[src/rtl/riscv_br_pkg.sv]
// Shared definitions for the branch resolution controller: condition codes,
// controller state encoding and the default datapath width.
package riscv_br_pkg;

    localparam int unsigned DEFAULT_XLEN = 32;

    localparam logic [2:0] COND_BEQ  = 3'b000;
    localparam logic [2:0] COND_BNE  = 3'b001;
    localparam logic [2:0] COND_SLT  = 3'b010;
    localparam logic [2:0] COND_SLTU = 3'b011;
    localparam logic [2:0] COND_BLT  = 3'b100;
    localparam logic [2:0] COND_BGE  = 3'b101;
    localparam logic [2:0] COND_BLTU = 3'b110;
    localparam logic [2:0] COND_BGEU = 3'b111;

    typedef enum logic [1:0] {
        ST_IDLE     = 2'd0,
        ST_EVAL     = 2'd1,
        ST_REDIRECT = 2'd2,
        ST_FLUSH    = 2'd3
    } br_state_e;

    // SLT/SLTU encodings are not valid branch conditions
    function automatic logic cond_reserved(input logic [2:0] cond);
        return (cond == COND_SLT) || (cond == COND_SLTU);
    endfunction

endpackage

[src/rtl/br_target_calc.sv]
// Combinational target generation: pc+imm for branches/JAL, (rs1+imm)&~1 for
// JALR, the pc+4 fall-through and the taken-target misalignment flag.
module br_target_calc
    import riscv_br_pkg::*;
#(
    parameter int unsigned XLEN = DEFAULT_XLEN
) (
    input  logic [XLEN-1:0] pc,
    input  logic [XLEN-1:0] imm,
    input  logic [XLEN-1:0] rs1,
    input  logic            jalr,
    output logic [XLEN-1:0] target_c,
    output logic [XLEN-1:0] fallthrough_c,
    output logic            misaligned_c
);

    logic [XLEN-1:0] jalr_sum;

    always_comb begin
        jalr_sum      = rs1 + imm;
        target_c      = jalr ? (jalr_sum & ~XLEN'(1)) : (pc + imm);
        fallthrough_c = pc + XLEN'(4);
        misaligned_c  = target_c[1];
    end

endmodule

[src/rtl/branch_resolve_ctrl.sv]
// Resolves conditional branches, JAL and JALR using the shared EX comparator,
// issues redirect + flush on mispredict and keeps saturating statistics.
module branch_resolve_ctrl
    import riscv_br_pkg::*;
#(
    parameter int unsigned XLEN         = DEFAULT_XLEN,
    parameter int unsigned FLUSH_CYCLES = 2,
    parameter int unsigned CNT_W        = 32
) (
    input  logic             clk,
    input  logic             rst,
    input  logic             id_valid,
    output logic             id_ready,
    input  logic [XLEN-1:0]  id_pc,
    input  logic [XLEN-1:0]  id_imm,
    input  logic [XLEN-1:0]  id_rs1,
    input  logic [XLEN-1:0]  id_rs2,
    input  logic             id_jal,
    input  logic             id_jalr,
    input  logic [2:0]       id_cond,
    input  logic             id_pred_taken,
    output logic [XLEN-1:0]  cmp_rs1,
    output logic [XLEN-1:0]  cmp_rs2,
    output logic             cmp_branch,
    output logic [2:0]       cmp_condition,
    input  logic             cmp_result,
    output logic             redirect_valid,
    output logic [XLEN-1:0]  redirect_pc,
    output logic             flush,
    output logic             link_valid,
    output logic [XLEN-1:0]  link_data,
    output logic             misalign,
    output logic             illegal_br,
    output logic [CNT_W-1:0] br_count,
    output logic [CNT_W-1:0] mispred_count
);

    localparam int unsigned FC_W = $clog2(FLUSH_CYCLES + 1);

    br_state_e        state_q, state_d;
    logic [XLEN-1:0]  pc_q, pc_d, imm_q, imm_d, rs1_q, rs1_d, rs2_q, rs2_d;
    logic             jal_q, jal_d, jalr_q, jalr_d, pred_q, pred_d;
    logic [2:0]       cond_q, cond_d;
    logic             cmp_branch_q, cmp_branch_d;
    logic             id_ready_q, id_ready_d;
    logic             redirect_valid_q, redirect_valid_d;
    logic [XLEN-1:0]  redirect_pc_q, redirect_pc_d;
    logic             flush_q, flush_d;
    logic             link_valid_q, link_valid_d;
    logic [XLEN-1:0]  link_data_q, link_data_d;
    logic             misalign_q, misalign_d;
    logic             illegal_br_q, illegal_br_d;
    logic [CNT_W-1:0] br_count_q, br_count_d;
    logic [CNT_W-1:0] mispred_count_q, mispred_count_d;
    logic [FC_W-1:0]  flush_cnt_q, flush_cnt_d;

    logic [XLEN-1:0]  target_c, fallthrough_c;
    logic             misaligned_c;
    logic             is_jump_c, reserved_c, taken_c;

    br_target_calc #(.XLEN(XLEN)) u_target (
        .pc            (pc_q),
        .imm           (imm_q),
        .rs1           (rs1_q),
        .jalr          (jalr_q),
        .target_c      (target_c),
        .fallthrough_c (fallthrough_c),
        .misaligned_c  (misaligned_c)
    );

    // Next-state, datapath latching and registered outcome pulses
    always_comb begin
        state_d          = state_q;
        pc_d             = pc_q;
        imm_d            = imm_q;
        rs1_d            = rs1_q;
        rs2_d            = rs2_q;
        jal_d            = jal_q;
        jalr_d           = jalr_q;
        cond_d           = cond_q;
        pred_d           = pred_q;
        cmp_branch_d     = 1'b0;
        redirect_valid_d = 1'b0;
        redirect_pc_d    = redirect_pc_q;
        link_valid_d     = 1'b0;
        link_data_d      = link_data_q;
        misalign_d       = 1'b0;
        illegal_br_d     = 1'b0;
        br_count_d       = br_count_q;
        mispred_count_d  = mispred_count_q;
        flush_cnt_d      = flush_cnt_q;

        is_jump_c  = jal_q | jalr_q;
        reserved_c = !is_jump_c && cond_reserved(cond_q);
        taken_c    = is_jump_c || (!reserved_c && cmp_result);

        case (state_q)
            ST_IDLE: begin
                if (id_valid) begin
                    pc_d         = id_pc;
                    imm_d        = id_imm;
                    rs1_d        = id_rs1;
                    rs2_d        = id_rs2;
                    jal_d        = id_jal;
                    jalr_d       = id_jalr;
                    cond_d       = id_cond;
                    pred_d       = id_pred_taken;
                    cmp_branch_d = 1'b1;
                    state_d      = ST_EVAL;
                end
            end
            ST_EVAL: begin
                link_valid_d = is_jump_c;
                link_data_d  = fallthrough_c;
                illegal_br_d = reserved_c;
                br_count_d   = (&br_count_q) ? br_count_q : br_count_q + CNT_W'(1);
                if (taken_c && misaligned_c) begin
                    misalign_d = 1'b1;
                    state_d    = ST_IDLE;
                end else if (jalr_q || (taken_c != pred_q)) begin
                    redirect_valid_d = 1'b1;
                    redirect_pc_d    = taken_c ? target_c : fallthrough_c;
                    mispred_count_d  = (&mispred_count_q) ? mispred_count_q
                                                          : mispred_count_q + CNT_W'(1);
                    state_d          = ST_REDIRECT;
                end else begin
                    state_d = ST_IDLE;
                end
            end
            ST_REDIRECT: begin
                flush_cnt_d = FC_W'(FLUSH_CYCLES);
                state_d     = ST_FLUSH;
            end
            ST_FLUSH: begin
                flush_cnt_d = flush_cnt_q - FC_W'(1);
                if ((flush_cnt_q == FC_W'(1)) || (flush_cnt_q == '0)) begin
                    state_d = ST_IDLE;
                end
            end
            default: state_d = ST_IDLE;
        endcase

        // Handshake and flush follow the state being entered so they stay registered
        id_ready_d = (state_d == ST_IDLE);
        flush_d    = (state_d == ST_REDIRECT) || (state_d == ST_FLUSH);
    end

    always_ff @(posedge clk) begin
        if (rst) begin
            state_q          <= ST_IDLE;
            pc_q             <= '0;
            imm_q            <= '0;
            rs1_q            <= '0;
            rs2_q            <= '0;
            jal_q            <= 1'b0;
            jalr_q           <= 1'b0;
            cond_q           <= '0;
            pred_q           <= 1'b0;
            cmp_branch_q     <= 1'b0;
            id_ready_q       <= 1'b1;
            redirect_valid_q <= 1'b0;
            redirect_pc_q    <= '0;
            flush_q          <= 1'b0;
            link_valid_q     <= 1'b0;
            link_data_q      <= '0;
            misalign_q       <= 1'b0;
            illegal_br_q     <= 1'b0;
            br_count_q       <= '0;
            mispred_count_q  <= '0;
            flush_cnt_q      <= '0;
        end else begin
            state_q          <= state_d;
            pc_q             <= pc_d;
            imm_q            <= imm_d;
            rs1_q            <= rs1_d;
            rs2_q            <= rs2_d;
            jal_q            <= jal_d;
            jalr_q           <= jalr_d;
            cond_q           <= cond_d;
            pred_q           <= pred_d;
            cmp_branch_q     <= cmp_branch_d;
            id_ready_q       <= id_ready_d;
            redirect_valid_q <= redirect_valid_d;
            redirect_pc_q    <= redirect_pc_d;
            flush_q          <= flush_d;
            link_valid_q     <= link_valid_d;
            link_data_q      <= link_data_d;
            misalign_q       <= misalign_d;
            illegal_br_q     <= illegal_br_d;
            br_count_q       <= br_count_d;
            mispred_count_q  <= mispred_count_d;
            flush_cnt_q      <= flush_cnt_d;
        end
    end

    assign id_ready       = id_ready_q;
    assign cmp_rs1        = rs1_q;
    assign cmp_rs2        = rs2_q;
    assign cmp_branch     = cmp_branch_q;
    assign cmp_condition  = cond_q;
    assign redirect_valid = redirect_valid_q;
    assign redirect_pc    = redirect_pc_q;
    assign flush          = flush_q;
    assign link_valid     = link_valid_q;
    assign link_data      = link_data_q;
    assign misalign       = misalign_q;
    assign illegal_br     = illegal_br_q;
    assign br_count       = br_count_q;
    assign mispred_count  = mispred_count_q;

endmodule

[config.mk]
export PLATFORM = sky130hd
export DESIGN_NAME = branch_resolve_ctrl
export DESIGN_NICKNAME = d
export VERILOG_FILES = /design/src/rtl/riscv_br_pkg.sv /design/src/rtl/br_target_calc.sv /design/src/rtl/branch_resolve_ctrl.sv
export SDC_FILE = /design/constraint.sdc
export NUM_CORES = 1
export LEC_CHECK = 0
export CORE_MARGIN = 10
export CORE_UTILIZATION = 51
export CTS_BUF_LIST = sky130_fd_sc_hd__clkbuf_16
export DETAILED_ROUTE_END_ITERATION = 6
export PLACE_DENSITY = 0.82
export SYNTH_ARGS = -nofsm -noshare
export SYNTH_HDL_FRONTEND = slang
export SYNTH_SLANG_ARGS = --single-unit
[constraint.sdc]
create_clock -name clk -period 3.6 [get_ports clk]
set_input_delay 0.72 -clock clk [delete_from_list [all_inputs] [get_ports clk]]
set_output_delay 0.72 -clock clk [all_outputs]
set_load 0.05 [all_outputs]
==> results of run 1 <==
==> report_power, final <==
group / leakage, nW / switching [W] / internal, W
Combinational: 4.46 / 0.00121 / 0.000691
Clock: 0.456 / 0.00128 / 0.00158
Sequential: 2.23 / 0.000163 / 0.00320
==> cells in the mapped netlist (3+ instances only) <==
library cell / number
dfxtp_1: 273
o21bai_1: 4
and4_1: 8
a311oi_1: 4
nand4_1: 32
o21a_1: 7
o21ai_0: 53
nor2_1: 160
or3_1: 14
a21oi_1: 230
buf_2: 6
a32o_1: 4
a22oi_1: 4
a31o_2: 3
xor2_1: 68
and3_1: 21
o2111ai_1: 3
a211oi_1: 42
buf_1: 6
and2_1: 12
o221ai_1: 4
a22o_1: 6
nor3b_1: 3
nor3_1: 26
o31ai_1: 10
ha_1: 66
nand3_1: 59
clkbuf_1: 96
nand2_1: 389
nand2b_1: 17
a221oi_1: 7
a31oi_1: 8
mux2i_1: 7
inv_1: 22
a21o_1: 26
or2_2: 3
o211ai_1: 8
nor4_1: 9
xnor2_1: 60
nor2b_1: 8
mux2_2: 4
==> registers in the layout (all words and copies together), names as in the netlist, 2 cells and up <==
register	count
br_count	32
imm_q	32
cmp_condition	3
flush_cnt_q	2
redirect_pc	32
mispred_count	32
cmp_rs1	32
cmp_rs2	32
link_data	32
pc_q	32
state_q	2
==> worst max path at each step <==
stage	endpoint	depth (start not counted)	startpoint	slack (ns)
finish	redirect_pc[29]	10	cmp_rs1[2]	0.35
global route	redirect_pc[29]	10	cmp_rs1[2]	0.21
CTS	redirect_pc[30]	10	cmp_rs1[3]	0.29
detailed placement	redirect_pc[24]	10	cmp_result	0.15
global placement	redirect_pc[24]	10	cmp_result	0.26
floorplan	redirect_pc[30]	10	cmp_rs1[3]	0.65
==> through the flow <==
step                std cells  total power, W   util
floorplan                1831         0.00459      -
global placement         2463         0.00528  0.648
detailed placement       2463         0.00531  0.648
CTS                      2518         0.00815  0.681
global route             2519         0.00843  0.681
finish                   2519         0.00812  0.681
==> cell type report <==
type | instances | area (µm²)
timing repair buffer | 363 | 3600
clock buffer | 30 | 751
tap | 378 | 473
inverter | 23 | 86.3
multi-input combinational | 1426 | 8290
antenna | 1 | 2.50
sequential | 273 | 5470
clock inverter | 25 | 154
fill | 2358 | 8810
==> worst max-delay path, stage by stage, from the launching register on <==
cell	delay (ns)
dfxtp_1	0.34
ha_1	0.34
a21oi_1	0.26
nand2_1	0.15
a211oi_1	0.45
a31o_2	0.30
o21ai_0	0.19
a311oi_1	0.61
xor2_1	0.22
a21oi_1	0.09
a22o_1	0.20
==> logic make-up after synthesis <==
kind of cell	count (synthesis)
buf+inv	132
compound gates	447
simple gates	772
xor+xnor	128
fa+ha+maj	68
mux	11
flops	273
==> what timing repair did <==
| item | 4_1_cts | 5_1_grt |
|---|---|---|
| hold endpoints to repair | 0 | 0 |
| setup endpoints to repair | 0 | 1 |
| gates resized for setup | 0 | 1 |
==> placed cells by master, fill, tap and decap left out, types with 6 or more instances in the layout <==
master	n
nand2b_1	17
and4_1	8
nor3_1	26
and3_1	21
o21a_1	7
xor2_1	68
nand2_1	388
and2_1	11
a221oi_1	7
nor2_1	160
clkinv_1	8
clkdlybuf4s50_1	338
a21oi_1	230
nand3_1	59
inv_1	26
nor4_1	9
a21o_1	26
nor2b_1	7
mux2i_1	7
nand4_1	32
clkinv_2	8
o31ai_1	10
ha_1	66
a31oi_1	8
a22o_1	6
xnor2_1	60
a211oi_1	42
dfxtp_1	273
o21ai_0	52
o211ai_1	8
buf_4	22
or3_1	14
clkbuf_16	30
==> metal layers <==
layer  share of wire  global-route usage  routed length [µm]
met1            0.42               0.330               20600
met2            0.47               0.442               23100
met3           0.072              0.0507                3520
met4           0.031              0.0837                1530
met5               0                   0                   0
==> run summary, run 1 <==
The flow ran to the end, and the final reports show no timing, DRC or antenna violations. The clock transition at the registers of the reported paths is 0.07 ns. The maximum level of the CTS H-tree is 1. Setup repair after global routing left no endpoint under its margin. For this run, the top clock speed supported by timing is slightly above 300 MHz. The time the final worst path needs with I/O delays and setup is 3.25 ns. Detailed placement ended at an HPWL of around 36000 µm. In the post-synthesis netlist, the biggest area contributors are dfxtp_1, nand2_1, a21oi_1.

The worst-case vdd ir drop came out at around 0.35 mV. The multiplexer share of the synthesized area came out at 0.00809. The number of post-CTS setup repair buffers came out at 0. The placed instances occupy a cell area of roughly 18000 µm². The die extent in x came out at ~190 µm. The number of nets produced by synthesis came out at 2037.

The proportion of layout cells with a drive suffix above 1 came out at 0.0430. The routability-driven placement congestion ratio is 0.919. The area fraction in compound gates after synthesis is 0.193. The static leakage is approximately 7 nW. The number of warnings issued by yosys is 0. The register-to-register setup slack is about 0.35 ns. The initial standard-cell utilization of the core is 0.515. The share of the synthesized area in the top cell type came out at 0.384.

The maximum fanout count along the critical path is 4. Across all setup checks in the final design, the least slack found is 0.350 ns. The number of register bits inferred by synthesis came out at between 200 and 300. The worst clock skew on the final layout came out at around 0.017 ns. For this run, design rule violations remaining after detail routing come to 0.

The detailed router finished its first iteration with ~1.1k violations. Of the total synthesized cell area, the portion taken by XOR and XNOR cells is 0.0788. The final layout net count is 2323. The combined global-route utilization of all metal layers came out at 0.262. Headroom to the max-slew limit came out at 0.160.

In this run the worst hold path is classified as flop to flop. The remaining global-route overflow came out at 0. The startpoint identified for the worst hold timing path is cmp_rs2[12]. The number of enable-type register cells in the synthesized netlist came out at 0. The minimum hold slack came out at 0.453 ns. The post-synthesis instance area came out at 14200 µm². The areal power density over the cells is around 430 nW/µm². The clock reaches the later pin of the worst-skew pair after 0.57 ns. The dominant synthesized flop cell is dfxtp_1. The area growth from synthesis to layout is 32.3%.

The transition time of the tightest slew-check pin is 1.26 ns. For hold timing, the worst endpoint is cmp_rs2[12]. The clock passes through at most 3 buffers. The cell at the root of the clock tree is clkbuf_16.

The quantity of hold-fixing buffers added after cts is 0. The endpoint identified for the worst register-to-register timing path is redirect_pc[29]. The number of endpoints failing setup at the final stage came out at 0. The cell count after synthesis came out at about 1.8k. Clock tree synthesis found a total of ~270 sinks. The worst-case setup slack after placement came out at approximately 0.15 ns. The die extent in y is ~190 µm. Max-cap violations in this run came to 0. The number of distinct library cell variants in the gate-level netlist after synthesis is 74. The library cell occupying the most area in the post-synthesis netlist is dfxtp_1. The final antenna-violating net count is 0. The worst setup path is launched from a flop. The first detailed-routing pass ran for 5 iterations.

The initialized floorplan defines just over 60 standard-cell rows. The proportion of register bits with asynchronous set or reset after synthesis came out at 0. The maximum number of pins on one net before global-route repair is between 200 and 300. TritonCTS built the clock tree. After floorplanning, the core was sized to cover between 20000 and 30000 µm².

The mean area per synthesized cell came out at 7.77 µm². The hold violation total from the final report is 0. The via count of the first global-routing pass is between 10k and 15k.

The via count of the routed design is 14.4k. The total non-filler cell area in the finished layout came out at ~19000 µm². The data arrival time of the critical path came out at approximately 3.7 ns.

The sum of negative setup slack came out at 0 ns. The hold path depth came out at 2. The critical path in this run is classified as flop to flop. The data required time at the worst endpoint came out at 4.06 ns. The vias per cell came out at between 5 and 6. The floorplan die area came out at roughly 35000 µm². STA classifies the critical path endpoint as a flop. The share of the Yosys chip area taken by registers is 0.384.

After synthesis, the largest family of logic cells by area is simple AND/OR/NAND/NOR gates. The startpoint identified for the worst register-to-register timing path is cmp_rs1[2]. The basic-gate share of the synthesized area counting and, or, nand and nor cells came out at 0.239.

The number of CTS-inserted buffers came out at 30. The total of buffers placed on input and output ports came out at 339. The number of antenna violations at the first check in global routing was 1. Of the total synthesized cell area, the portion taken by full adders, half adders and majority gates is 0.0609. The wire length of the first global-routing pass came out at between 70000 and 80000 µm.

The wire length after detailed routing is a little under 50000 µm. The final period utilization is 0.903. The detailed-route wire length per cell is a little under 20 µm. 340 I/O pins were placed. The depth of the worst register-to-register path came out at 10. The max-slew violation count is 0.
No activity file was read; power rests on OpenSTA's default activity.
==> run 2: changes to the inputs <==
CORE_MARGIN = 2   (was 10)
SETUP_SLACK_MARGIN = 0.3   (was not set)
SLEW_MARGIN = 0   (was not set)
==> run summary, run 2 (synthesis results as in run 1) <==
The run finished with clean final reports. The count of max-cap constraint violations came out at 0. The number of clock buffers added by TritonCTS is 30. The fmax came out at between 300 and 400 MHz. The total of fill cells in the finished design is 2281. The number of endpoints failing setup at the final stage is 0. The DRC violation count after routing came out at 0. The worst setup path is captured at a flop.

The remaining global-route overflow came out at 0. The number of DRC markers after the initial detailed-route iteration is between 1k and 1.5k. The max-slew violation count came out at 0. The areal power density over the cells came out at 434 nW/µm². The initial standard-cell utilization of the core came out at 0.515. The die is 171 µm wide. Leaving out fill and tap cells, the most frequent cell in the layout is nand2_1. In this run the vertical extent of the chip is around 170 µm. The via count of the first global-routing pass came out at 13.6k. The final layout net count came out at around 2.3k.

The combined global-route utilization of all metal layers is 0.302. The number of post-CTS setup repair buffers is 0. The setup path with the least slack is of type flop to flop.

The relative slew slack is 0.435. The type of element launching the critical path is a flop. The area growth from synthesis to layout is 33.2%. The maximum level of the CTS H-tree came out at 1. The clock latency reported for the late side of the worst-skew pair came out at around 0.58 ns.

The first TritonRoute pass finished after 5 iterations. Buffers placed on the I/O ports in this run total around 340. The hold path startpoint is cmp_rs2[0]. The clock passes through at most 3 buffers. The hold violation total from the final report is 0. The TritonCTS clock tree is yes. After layout, the worst setup slack is about 0.47 ns.

The quantity of hold-fixing buffers added after cts came out at 0. The count of nets left with antenna violations once routing finished came out at 0. The floorplan step defined a die boundary enclosing just under 30000 µm². The startpoint of the most critical register-to-register path is pc_q[0].

For this block, the routed nets add up to 45600 µm of wire. The tree built by TritonCTS fans out to between 200 and 300 sinks. The vias per cell is ~5.7.

CTS placed an instance of clkbuf_16 at the clock tree root. Entering global routing, the biggest net connects 120 pins. In the layout the commonest cells are nand2_1, clkdlybuf4s50_1, dfxtp_1, a21oi_1, nor2_1. The worst-case setup slack after placement is 0.379 ns. At the end of routability-driven placement, the weighted congestion stood at around 0.94.

The time the final worst path needs with I/O delays and setup came out at between 3 and 4 ns. The detailed-route wire length per cell came out at roughly 18 µm. The area of the core region came out at 27600 µm². The data required time at the worst endpoint is between 4 and 5 ns. The maximum fanout count along the critical path is 4. The data arrival time of the critical path came out at approximately 3.6 ns. The sum of negative setup slack came out at 0 ns. The clock transition at the registers of the reported paths is ~0.060 ns. The boundary pin count came out at between 300 and 400. Setup repair after global routing left no endpoint under its margin.

The worst hold-check path type is flop to flop. Summed over all nets, the half-perimeter wirelength after detailed placement is 33300 µm. The worst clock skew on the final layout is between 0.02 and 0.025 ns. The multi-input combinational cells in the finished layout cover a total of ~8300 µm².

The worst-case vdd ir drop came out at 0.348 mV. Of the cells placed in the final design, the portion with a size suffix greater than 1 is 0.0471. The register area is 5470 µm².

The static leakage is roughly 7.2 nW. The first global-routing pass estimated about 71000 µm of wire. In this run the worst setup path begins at pc_q[0].

The via count of the routed design is ~14k. Of the available clock period, the critical path in the final layout requires 0.870. The count of standard-cell rows is 61. The transition time of the tightest slew-check pin came out at between 0.8 and 0.9 ns. The number of antenna violations at the first check in global routing came out at 1.
## run 2: what timing repair did
item,CTS,global route
endpoints found under the hold margin,0,0
setup endpoints to repair,0,6
resized for setup,0,8
## run 2: final cells by class
class                      count  area share
antenna                        1    0.000132
multi-input combinational   1426       0.439
inverter                      23     0.00456
clock buffer                  30      0.0396
timing repair buffer         368       0.193
sequential                   273       0.289
tap                          378      0.0250
clock inverter                25      0.0103
## run 2: per-stage QoR
step / hold WS [ns] / total power (W) / cell area (µm²) / cells / util
final: 0.451 / 0.00821 / 18900 / 2524 / 0.686
after global routing: 0.472 / 0.00852 / 18900 / 2524 / 0.686
after CTS: 0.454 / 0.00823 / 18900 / 2523 / 0.684
after detailed placement: 0.446 / 0.00529 / 18000 / 2468 / 0.650
after global placement: 0.440 / 0.00527 / 18000 / 2468 / 0.650
after floorplan: 0.436 / 0.00459 / 14200 / 1831 / -
## run 2: final timing paths
kind                     end  slack (ns)  cells past startpoint
min reg2reg       cmp_rs2[0]        0.45                      2
max reg2reg  redirect_pc[30]        0.47                     12
min               cmp_rs2[0]        0.45                      2
max          redirect_pc[30]        0.47                     12
## run 2: metal layers
layer	wire, µm	GRT usage
met5	0	0
met4	1600	0.109
met3	3610	0.0509
met2	21100	0.496
met1	19300	0.399
## run 2: worst max-delay path, stage by stage (launching register included)
cell      delay, ns
dfxtp_1        0.38
ha_2           0.22
inv_1          0.06
fa_1           0.41
nand2b_1       0.20
a21oi_2        0.23
o41a_4         0.21
a211oi_2       0.10
o21a_1         0.22
o41ai_2        0.43
xnor2_1        0.11
a221oi_1       0.32
a22o_1         0.18
## run 2: power by group
group	switching [W]	internal [W]
registers	0.000161	0.00320
clock network	0.00130	0.00166
logic	0.00120	0.000696
